<file path="src/rtl/oct_entry_to_bin.sv">
// Front-panel octal operand entry: debounced buttons push up to three octal digits,
// which are committed as an 8-bit binary operand.
module oct_entry_to_bin #(
  parameter int DEB_CYCLES = 4
) (
  input  logic       i_clk,
  input  logic       i_rst_n,
  input  logic [2:0] i_digit_sw,
  input  logic       i_btn_digit,
  input  logic       i_btn_back,
  input  logic       i_btn_clear,
  input  logic       i_btn_enter,
  output logic [8:0] o_entry_digits,
  output logic [1:0] o_digit_count,
  output logic       o_overflow,
  output logic [7:0] o_result,
  output logic       o_result_valid,
  output logic       o_err
);

  localparam int CW = $clog2(DEB_CYCLES + 1);

  typedef enum logic [1:0] {S_EMPTY, S_ENTRY, S_FULL, S_DONE} state_t;

  // Button index: 0 digit, 1 back, 2 enter, 3 clear
  logic [3:0] w_btn_raw;
  logic [3:0] w_rise;

  assign w_btn_raw = {i_btn_clear, i_btn_enter, i_btn_back, i_btn_digit};

  genvar gi;
  generate
    for (gi = 0; gi < 4; gi++) begin : g_btn
      logic          r_sync1;
      logic          r_sync2;
      logic          r_deb;
      logic          r_deb_d;
      logic [CW-1:0] r_cnt;

      always_ff @(posedge i_clk) begin
        if (!i_rst_n) begin
          r_sync1 <= 1'b0;
          r_sync2 <= 1'b0;
          r_deb   <= 1'b0;
          r_deb_d <= 1'b0;
          r_cnt   <= '0;
        end else begin
          r_sync1 <= w_btn_raw[gi];
          r_sync2 <= r_sync1;
          r_deb_d <= r_deb;
          // Level is accepted only after DEB_CYCLES consecutive disagreeing samples
          if (r_sync2 != r_deb) begin
            if (r_cnt == CW'(DEB_CYCLES - 1)) begin
              r_deb <= r_sync2;
              r_cnt <= '0;
            end else begin
              r_cnt <= r_cnt + 1'b1;
            end
          end else begin
            r_cnt <= '0;
          end
        end
      end

      assign w_rise[gi] = r_deb & ~r_deb_d;
    end
  endgenerate

  state_t     r_state, w_state_next;
  logic [8:0] r_entry, w_entry_next;
  logic [1:0] r_count, w_count_next;
  logic [7:0] r_result, w_result_next;
  logic       r_valid, w_valid_next;
  logic       r_err, w_err_next;

  always_ff @(posedge i_clk) begin
    if (!i_rst_n) begin
      r_state  <= S_EMPTY;
      r_entry  <= '0;
      r_count  <= '0;
      r_result <= '0;
      r_valid  <= 1'b0;
      r_err    <= 1'b0;
    end else begin
      r_state  <= w_state_next;
      r_entry  <= w_entry_next;
      r_count  <= w_count_next;
      r_result <= w_result_next;
      r_valid  <= w_valid_next;
      r_err    <= w_err_next;
    end
  end

  always_comb begin
    w_state_next  = r_state;
    w_entry_next  = r_entry;
    w_count_next  = r_count;
    w_result_next = r_result;
    w_valid_next  = 1'b0;
    w_err_next    = 1'b0;
    // Priority chain drops lower-priority edges arriving in the same cycle
    if (w_rise[3]) begin
      w_entry_next = '0;
      w_count_next = '0;
      w_state_next = S_EMPTY;
    end else if (w_rise[2]) begin
      if (r_state != S_DONE && r_count != 2'd0) begin
        if (r_entry[8]) begin
          w_err_next = 1'b1;
        end else begin
          w_result_next = r_entry[7:0];
          w_valid_next  = 1'b1;
          w_state_next  = S_DONE;
        end
      end
    end else if (w_rise[1]) begin
      if (r_state == S_ENTRY || r_state == S_FULL) begin
        w_entry_next = {3'b000, r_entry[8:3]};
        w_count_next = r_count - 2'd1;
        w_state_next = (r_count == 2'd1) ? S_EMPTY : S_ENTRY;
      end
    end else if (w_rise[0]) begin
      if (r_state == S_FULL) begin
        w_err_next = 1'b1;
      end else if (r_state == S_DONE) begin
        w_entry_next = {6'b0, i_digit_sw};
        w_count_next = 2'd1;
        w_state_next = S_ENTRY;
      end else begin
        w_entry_next = {r_entry[5:0], i_digit_sw};
        w_count_next = r_count + 2'd1;
        w_state_next = (r_count == 2'd2) ? S_FULL : S_ENTRY;
      end
    end
  end

  assign o_entry_digits = r_entry;
  assign o_digit_count  = r_count;
  assign o_overflow     = r_entry[8];
  assign o_result       = r_result;
  assign o_result_valid = r_valid;
  assign o_err          = r_err;

endmodule

</file>
<file path="config.mk">
export PLATFORM = sky130hd
export DESIGN_NAME = oct_entry_to_bin
export DESIGN_NICKNAME = d
export VERILOG_FILES = /design/src/rtl/oct_entry_to_bin.sv
export SDC_FILE = /design/constraint.sdc
export NUM_CORES = 1
export LEC_CHECK = 0
export CAP_MARGIN = 5
export CORE_MARGIN = 5
export CORE_UTILIZATION = 35
export DETAILED_ROUTE_END_ITERATION = 10
export PLACE_DENSITY = 0.62
export SYNTH_ARGS = -nofsm -noshare
export SYNTH_HDL_FRONTEND = slang
export SYNTH_SLANG_ARGS = --single-unit
</file>
<file path="constraint.sdc">
create_clock -name i_clk -period 2.1 [get_ports i_clk]
set_clock_uncertainty 0.05 [all_clocks]
set_input_delay 0.315 -clock i_clk [delete_from_list [all_inputs] [get_ports i_clk]]
set_output_delay 0.315 -clock i_clk [all_outputs]
set_load 0.1 [all_outputs]
</file>
Word-level counts from Yosys, hierarchy flattened
Index checks and enable logic that the tools add are counted.
{ "classes": {"add_sub_neg": 6, "eq_ne": 20, "n_reduce_logical": 18, "bitwise": 17, "mux": 27} }
{ "ops": {"columns": ["op", "count"], "rows": [
  ["9-bit 2-to-1 mux", 5],
  ["2-bit 2-to-1 mux", 14],
  ["1-bit inverter", 13],
  ["3-bit by 1-bit adder with 3-bit output (second input constant)", 4],
  ["3-bit by 2-bit equality test with 1-bit output (second input constant)", 4],
  ["3-bit OR reduction", 4],
  ["1-bit 2-to-1 mux", 8],
  ["2-bit AND reduction", 4],
  ["4-bit AND reduction", 2],
  ["2-bit equality test (second input constant)", 3],
  ["2-bit != test (second input constant)", 3],
  ["5-bit AND reduction", 1],
  ["1-bit AND", 4],
  ["2-bit by 1-bit equality test with 1-bit output (second input constant)", 2],
  ["1-bit != test", 4],
  ["2-bit by 1-bit != test with 1-bit output (second input constant)", 2],
  ["2-bit nonzero test", 2],
  ["4-bit OR reduction", 1],
  ["3-bit by 1-bit != test with 1-bit output (second input constant)", 1],
  ["3-bit != test (second input constant)", 1],
  ["3-bit nonzero test", 1],
  ["2-bit by 1-bit adder with 2-bit output (second input constant)", 1],
  ["2-bit OR reduction", 1],
  ["2-bit by 1-bit subtractor with 2-bit output (second input constant)", 1],
  ["other kinds (2)", 2]
]} }
{ "totals": {"output_inout_bits": 22, "reg_bits": 51, "wordCells": 114} }

Depth between registers and ports, before layout
{ "depth": {"word_depth": 7, "mapped_depth": 7, "depth_no_buf": 6} }

Worst setup path after synthesis
Ideal clock, no wire load.
{ "synth_timing": {"path_type": "reg2reg", "start": "register r_count[0] (netlist: o_digit_count[0])", "end": "register r_result[3] (netlist: o_result[3])", "n_path_buf": 1, "setup_ns": 0.120, "t_arrival_ns": 2.477, "setup_slack_ns": -0.547, "period_less_slack_ns": 2.647, "path_stages_with_launch": 8, "required_time_ns": 1.930, "path_cell_list": "dfxtp_1 inv_1 ha_1 or4b_4 nor3b_2 buf_6 mux2i_1 nor2b_1"} }
{ "synth_between": {"elab_chain_len": 3} }
{ "synth_lines": {"columns": ["element", "line", "rtl"], "rows": [
  ["from (decl)", "71", "logic [1:0] r_count, w_count_next;"],
  ["from (signal assigned)", "87", "r_count <= w_count_next;"],
  ["2-bit nonzero test", "107", "if (r_state != S_DONE && r_count != 2'd0) begin"],
  ["1-bit logical AND", "107", null],
  ["4-bit AND reduction (no source line)", null, null],
  ["to (signal assigned)", "88", "r_result <= w_result_next;"],
  ["to (decl)", "72", "logic [7:0] r_result, w_result_next;"]
]} }
Every way passes these cells.
A chain may end at the register's enable or synchronous reset.

Worst setup path after layout
{ "layout_timing": {"start": "register r_count[0] (netlist: o_digit_count[0])", "end": "register r_result[5] (netlist: o_result[5])"} }
Same word-level chain as after synthesis.

==> impl_results.md <==
* CP Capture Type: flip-flop
* Tmin final at 1.94 ns
* Nets at 264
* Fin area at 0.00251 mm2
* Placed Area at 0.00242 mm2
* Antenna cells at 0
* Status: completed
* # placed instances at 310
* Worst Setup SP: o_digit_count[0]$_SDFFE_PP0P_
* Overall Global Routing Usage at 10.8%
* Worst reg-to-reg setup slack at 0.16 ns
* Die width at 87.1 um
* First-pass GRT wire length at 6350 um
* Core area at 0.00585 mm2
* RR Endpoint: o_result[5]$_SDFFE_PN0P_
* Htree depth at 2
* Startpoint types: flip-flop
* CTS tree: done
* Max VDD drop at 0.000411 V
* RSZ-0062 raised after global routing: no
* PortBufs at 30
* Total number of vias at 1470
* Clock buffer depth at 2
* Mapped Area at 0.00208 mm2
* Worst Path Arrival at 2.09 ns
* Combinational Power Share at 2.7%
* Worst r2r src: o_digit_count[0]$_SDFFE_PP0P_
* Leakage at 0.985 nW
* Clock Root Buffer: clkbuf_8
* WL final at 3870 um
* Hold_sp: g_btn[3].r_cnt[0]$_SDFF_PP0_
* Num Clock Sinks at 51
* Grt total ovfl at 0
* Fmax at 517 MHz
* DRT iter0 DRCs at 111
* Max_cap viols at 0
* Worst Max-Slew Pin Slew at 0.536 ns
* Power Density at 641 mW/mm2
* Worst-case reg-to-reg path depth at 7
* Vias in the first global route at 1321
* P_int at 1.27 mW
* WP data required at 2.25 ns
* Placer congestion estimate at 0.813
* Yosys warns at 0
* Syn Nets at 231
* Later-pin clock latency in the skew report at 0.30 ns
* Relative slew slack at 64.2%
* Layout cells sized above 1 at 17.7%
* Largest net degree at the start of global routing at 29
* Hold_buf cts at 0
* Die H at 87.1 um
* Post-synth cell types at 32
* Vias per cell at 4.62
* First-pass detailed-route iteration total at 4
* Io pins at 31
* CTS Buf Count at 5
* Sequential area share after synthesis at 49.1%
* Non-filler cells, final at 318
* CP Class: flip-flop to flip-flop
* Synthesized instance count at 209
* Post-CTS Setup Bufs at 0
* Sequential Power Share at 60.6%
* Fin. Hold Viols at 0
* Site Rows at 28
* Starting density of the core at 35.5%
* Psw at 344 uW
* Pins over their slew limit at 0
* Synthesis-to-finish area growth at 21.0%
* Period utilization at 92.2%
* DRC at 0
* #FFs+latches synth at 51
* Detail Route Antenna Nets at 0
* Setup TNS Final at 0 ns
* Switching Fraction at 21.4%
* Critical path fanouts, max at 8
* Clock Power Share at 36.7%
* Initial antenna violation count at 0
* Fin util at 43.0%
* Post_cts resized at 0
* Final setup vio count at 0
* WL/cell at 12.2 um
* DIE AREA at 0.00758 mm2
* Critical Path End: o_result[5]$_SDFFE_PN0P_
* Hold WC Path Type: flip-flop to flip-flop
* Reg clk slew, reported paths at 0.09 ns
* Mean Syn Cell Area at 9.94 um2
* DP HPWL at 2720 um
## how the worst min path moves through the flow
stage / cells past startpoint / slack, ns / end
after detailed placement: 1 / 0.36 / g_btn[3].r_cnt[0]$_SDFF_PP0_
after CTS: 1 / 0.37 / g_btn[3].r_cnt[0]$_SDFF_PP0_
final: 1 / 0.37 / g_btn[3].r_cnt[0]$_SDFF_PP0_
after floorplan: 1 / 0.35 / g_btn[0].r_cnt[0]$_SDFF_PP0_
after global routing: 1 / 0.39 / g_btn[3].r_cnt[0]$_SDFF_PP0_
after global placement: 1 / 0.36 / g_btn[2].r_cnt[0]$_SDFF_PP0_
## metrics by stage
step | setup WS (ns) | total power, mW | hold slack, ns
3_5_place_dp | 0.161 | 1.04 | 0.360
4_1_cts | 0.157 | 1.64 | 0.375
5_1_grt | 0.0974 | 1.68 | 0.391
2_1_floorplan | 0.0372 | 1.02 | 0.349
3_3_place_gp | 0.203 | 1.04 | 0.358
6_report | 0.165 | 1.61 | 0.372
## cell usage after synthesis
cell       instances  area share (%)
or4b_4             1            0.66
inv_1             12             2.2
nor3b_2            1            0.60
dfxtp_1           51              49
a221oi_1           2            0.84
buf_4              2            0.72
and2_1            12             3.6
buf_6              1            0.54
buf_2              1            0.24
a311oi_1           3             1.3
ha_1              13             7.8
mux2i_1           13             6.3
o21ai_0            3            0.72
or3b_1             1            0.42
nor3b_1            3             1.1
mux2_2             1            0.54
a211oi_1           5             1.8
clkbuf_1           7             1.3
o2bb2ai_1          1            0.42
nor2b_1           14             4.2
nand4b_1           1            0.42
nor2_4             1            0.54
a22o_1             1            0.42
nand4_1            3            0.90
nand2_1            8             1.4
a21oi_1           18             4.3
xor2_1             4             1.7
nand3b_1           4             1.4
nand2b_1           3            0.90
nor3_1             1            0.24
nand3_1            1            0.24
nor2_1            17             3.1
## kinds of logic after synthesis
logic type               share of synthesized area [%]
adder cells (fa/ha/maj)                           7.83
AO/OA/AOI/OAI                                     9.81
flip-flops                                        49.1
multiplexers                                      6.80
buffers and inverters                             4.94
AND/OR/NAND/NOR                                   19.8
XOR/XNOR                                          1.69
## power groups by stage
stage          Sequential, mW  Clock [mW]  Combinational, mW
6_report                0.977       0.592             0.0435
5_1_grt                 0.978       0.656             0.0484
4_1_cts                 0.977       0.617             0.0447
3_5_place_dp             1.00           0             0.0442
3_3_place_gp            0.999           0             0.0439
2_1_floorplan           0.999           0             0.0233
## worst max-delay path, stage by stage, from the launching register on
cell and delay (ns):
dfxtp_4 0.37, inv_2 0.05, ha_1 0.21, or4b_4 0.51, nor3b_2 0.17, buf_4 0.22, mux2i_1 0.20, nor2b_1 0.06
## area by class of cell
cell class / instances / area (um2)
Clock buffer: 7 / 86.3
Timing Repair Buffer: 37 / 298
Fill cell: 577 / 3340
Sequential cell: 51 / 1030
Inverter: 12 / 45.0
Multi-Input combinational cell: 135 / 955
Tap cell: 75 / 93.8
Clock inverter: 1 / 8.76
## per-layer routing
layer / up-vias / track usage (%) / wire length, um
met5: - / 0 / 0
met4: 0 / 3.40 / 52
met3: 5 / 4.07 / 254
met2: 31 / 17.5 / 1780
met1: 660 / 13.2 / 1780
li1: 774 / - / -
## registers in the layout, indices dropped and copies added, names as in the netlist, 2 cells and up
name and flops:
o_digit_count 2, o_result 8, g_btn.r_deb 4, g_btn.r_sync1 4, r_state 2, g_btn.r_deb_d 4
o_entry_digits 9, g_btn.r_cnt 12, g_btn.r_sync2 4
## cells in the final DEF (no fill, tap or decap), drive strengths merged, types with 5 or more instances in the layout
cell type	netlist	final
a211oi	5	5
a21oi	18	18
and2	12	12
buf	4	29
clkbuf	7	7
clkdlybuf4s50	0	8
dfxtp	51	51
ha	13	13
inv	12	12
mux2i	13	13
nand2	8	8
nor2	18	18
nor2b	14	14
No activity file was read; power rests on OpenSTA's default activity.
